`src/rtl/alu.sv`:
```
// Registered two's-complement ALU: ADD/SUB/MUL/DIV/AND/OR/XOR/NOT with an overflow/illegal-op flag.
// Define ALU_DIV_EN to build the combinational signed divider; otherwise opcode 011 is illegal.
module alu #(
   parameter int unsigned WIDTH = 32
) (
   input  logic             clk,
   input  logic             rst,
   input  logic [WIDTH-1:0] A,
   input  logic [WIDTH-1:0] B,
   input  logic [2:0]       Opcode,
   output logic [WIDTH-1:0] Result,
   output logic             Error
);

   typedef enum logic [2:0] {
      OP_ADD = 3'b000,
      OP_SUB = 3'b001,
      OP_MUL = 3'b010,
      OP_DIV = 3'b011,
      OP_AND = 3'b100,
      OP_OR  = 3'b101,
      OP_XOR = 3'b110,
      OP_NOT = 3'b111
   } op_e;

   localparam logic [WIDTH-1:0] MIN_INT = {1'b1, {(WIDTH-1){1'b0}}};

   logic [WIDTH-1:0]          sum;
   logic [WIDTH-1:0]          diff;
   logic signed [2*WIDTH-1:0] prod;
   logic [WIDTH:0]            prod_hi;
   logic [WIDTH-1:0]          res_d;
   logic                      err_d;

   assign sum     = A + B;
   assign diff    = A - B;
   assign prod    = (2*WIDTH)'($signed(A)) * (2*WIDTH)'($signed(B));
   // Product fits in WIDTH signed bits only if the top WIDTH+1 bits are all sign copies
   assign prod_hi = prod[2*WIDTH-1:WIDTH-1];

   always_comb begin
      res_d = '0;
      err_d = 1'b0;
      case (Opcode)
         OP_ADD: begin
            res_d = sum;
            err_d = (A[WIDTH-1] == B[WIDTH-1]) && (sum[WIDTH-1] != A[WIDTH-1]);
         end
         OP_SUB: begin
            res_d = diff;
            err_d = (A[WIDTH-1] != B[WIDTH-1]) && (diff[WIDTH-1] != A[WIDTH-1]);
         end
         OP_MUL: begin
            res_d = prod[WIDTH-1:0];
            err_d = !((&prod_hi) || !(|prod_hi));
         end
         OP_DIV: begin
`ifdef ALU_DIV_EN
            if (B == '0) begin
               res_d = '0;
               err_d = 1'b1;
            end else if ((A == MIN_INT) && (B == '1)) begin
               res_d = MIN_INT;
               err_d = 1'b1;
            end else begin
               res_d = $signed(A) / $signed(B);
            end
`else
            res_d = '0;
            err_d = 1'b1;
`endif
         end
         OP_AND: res_d = A & B;
         OP_OR:  res_d = A | B;
         OP_XOR: res_d = A ^ B;
         OP_NOT: res_d = ~A;
         // Reached only for an unknown opcode in simulation
         default: begin
            res_d = '0;
            err_d = 1'b1;
         end
      endcase
   end

   always_ff @(posedge clk) begin
      if (rst) begin
         Result <= '0;
         Error  <= 1'b0;
      end else begin
         Result <= res_d;
         Error  <= err_d;
      end
   end

endmodule

```
`config.mk`:
```
export PLATFORM = sky130hd
export DESIGN_NAME = alu
export DESIGN_NICKNAME = d
export VERILOG_FILES = /design/src/rtl/alu.sv
export SDC_FILE = /design/constraint.sdc
export NUM_CORES = 2
export LEC_CHECK = 0
export CAP_MARGIN = 20
export CORE_MARGIN = 4
export CORE_UTILIZATION = 63
export CTS_CLUSTER_SIZE = 24
export DETAILED_ROUTE_END_ITERATION = 6
export GPL_TIMING_DRIVEN = 0
export PLACE_DENSITY = 0.77
export SLEW_MARGIN = 10
export SYNTH_ARGS = -nofsm -noshare
export SYNTH_HDL_FRONTEND = slang
export SYNTH_SLANG_ARGS = --single-unit
export TNS_END_PERCENT = 100
```
`constraint.sdc`:
```
create_clock -name clk -period 13 [get_ports clk]
set_clock_uncertainty 0.2 [all_clocks]
set_input_delay 2.6 -clock clk [delete_from_list [all_inputs] [get_ports clk]]
set_output_delay 2.6 -clock clk [all_outputs]
set_load 0.05 [all_outputs]
```
==> metrics.cfg <==
[drt]
post-route-drc-count=3
num_vias=36340
wl_um=173000
drt_iter0_drc=5003
drt-met1-wl_um=57100
wl_met3_um=27900
post_drt_via_cell_ratio=6.59
topRoutingLayerUsed=met5
met2_wirelength_um=70800
firstDrtPassIters=7
wl_per_cell_um=31.4
ant_nets=0

[yosys]
avgSynthCellArea_um2=8.90
synth_top_family_by_area=adder cells
synth_area_um2=40400
synth_simple_gate_area_share_pct=14.4
synth_compound_area_share_pct=8.77
muxShareOfSynthArea_pct=0.907
ys_types=79
synth-xor-area-share_pct=1.93
synth_ff_type=dfxtp_1
yosys.area_share.adder_pct=62.4
ys_seq_elements=33
synth-edff-count=0
synth_nets=5974
synthArstFlopShare_pct=0
yosysWarnings=0
postSynthCellCount=4541
seq_area_frac_synth_pct=1.63

[floorplan]
start_util_pct=63.8
die_h_um=261
core-area_um2=63300
pin_count=102
placementRows=92
die_w_um=261
die-area_um2=68300

[critical_path]
crit_arrival_ps=12910
start_kind=primary input
end_kind=flip-flop
cp.required_ps=12940
path_class=in2reg
cp_max_fo=10

[clock_network]
cts_tree=yes
clockBufferDepth=2
htree_levels=2
cts_num_sinks=33
clkSlewWorstSetupHoldPaths_ps=60
clock-root-buffer=clkbuf_16
cts_made_buffers=5

[place]
gp_congestion=1.12
dp_cells=5491
dpl.hpwl_um=146000
io_buffers=99

[final_layout]
multi_input_area_um2=35800
final_common_cell=fa_1
register_area_um2=661
fill_cells=5148
final_cell_mix=fa_1 (1,083), inv_1 (788), nand2_1 (658), nor2_1 (545), ha_1 (279)
area_growth_pct=6.44
drive_gt1_share_pct=3.07
instances_no_fill=5517
nets=6094

[sta]
slew_viol_final=0
worstMarginPinSlew_ps=1270
min_period_ps=12970
hold_violations=0
setup_tns_ps=0
post-route-period-util_pct=99.8
max_freq_mhz=77.1
setup_viol=0
relSlewSlack_pct=15.6

[global_routing]
grt-ovfl-total=0
globalRouteTotalUtil_pct=51.5
grt_max_degree=24
grt_pass1_wl_um=250000
antenna_found_initial=8
grt_pass1_vias=37467

[status]
violations=DRC
status=complete, but fails checks

[hold_path]
min_path_type=in2reg

[flow_run]
drv_cap=0

-- critical path: stages --
cell	delay, ps
clkdlybuf4s50_1	560
clkbuf_1	400
clkinv_1	880
nor2_1	380
fa_1	510
fa_1	550
inv_1	80
fa_1	510
fa_1	520
inv_1	60
fa_1	760
fa_1	500
fa_1	440
fa_1	480
ha_1	310
clkbuf_1	380
and4_1	280
and3_1	160
o211ai_1	80
a31oi_1	500
o2111ai_1	300
a31oi_2	370
a21o_1	230
xor2_1	250
o2111ai_1	140
or4_1	490
nand2_1	100
a311oi_1	70
-- through the flow --
| step | hold WS (ps) | setup WS, ps | cell area, um^2 | utilization [%] |
|---|---|---|---|---|
| floorplan | 2700 | 1760 | 40400 | - |
| global placement | 3050 | -1060 | 42500 | 67.1 |
| detailed placement | 3050 | -1170 | 42600 | 67.2 |
| CTS | 2740 | 5.87 | 42800 | 67.6 |
| global route | 2780 | -27.4 | 43000 | 67.9 |
| finish | 2780 | 27.1 | 43000 | 68.0 |
-- layout make-up --
cell class	count	area share, %
Antenna cell	9	0.0523
Buffer	251	2.42
Timing Repair Buffer	118	2.79
Clock buffer	5	0.291
Clock inverter	3	0.108
Sequential cell	33	1.54
Tap cell	846	2.46
Inverter	821	7.26
Multi-Input combinational cell	3431	83.1
-- synthesized netlist by cell type (all sizes together), types with 30 or more instances --
cell type / instances / area share [%]
xnor2: 56 / 1.2
fa: 1084 / 54
inv: 802 / 7.4
xor2: 33 / 0.72
a21oi: 139 / 1.7
a211oi: 30 / 0.56
ha: 280 / 8.7
nor2: 547 / 5.1
a21o: 46 / 0.85
clkbuf: 217 / 2.0
dfxtp: 33 / 1.6
nand3: 31 / 0.40
nor3: 46 / 0.57
buf: 39 / 0.39
nand2: 659 / 6.1
o21ai: 104 / 1.3
-- worst paths after layout --
check | to | from | cells past startpoint
min | Result[28]$_SDFF_PP0_ | rst | 2
max | Error$_SDFF_PP0_ | B[10] | 28
-- layer usage --
metal  track usage, %  vias up
li1                 -    14165
met1             62.9    18051
met2             72.7     3243
met3             22.8      867
met4             37.7       14
met5                0        -
-- logic make-up after synthesis --
| family | count (synthesis) |
|---|---|
| buffers and inverters | 1077 |
| adder cells (fa/ha/maj) | 1364 |
| AO/OA/AOI/OAI | 536 |
| multiplexers | 25 |
| XOR/XNOR | 89 |
| AND/OR/NAND/NOR | 1417 |
| flip-flops | 33 |
-- sequential cells by signal (all words and copies together) (netlist names) --
name and count:
Result 32, Error 1
-- timing repair --
action                                  in CTS  in global routing
buffers inserted                             2                  7
hold buffers                                 0                  0
resized for setup                           24                114
endpoints found under the setup margin       1                  1
endpoints found under the hold margin        0                  0
Power is left out: the tool's default activity adds up to more than one toggle a clock period on the data nets, which glitch-free logic cannot reach.
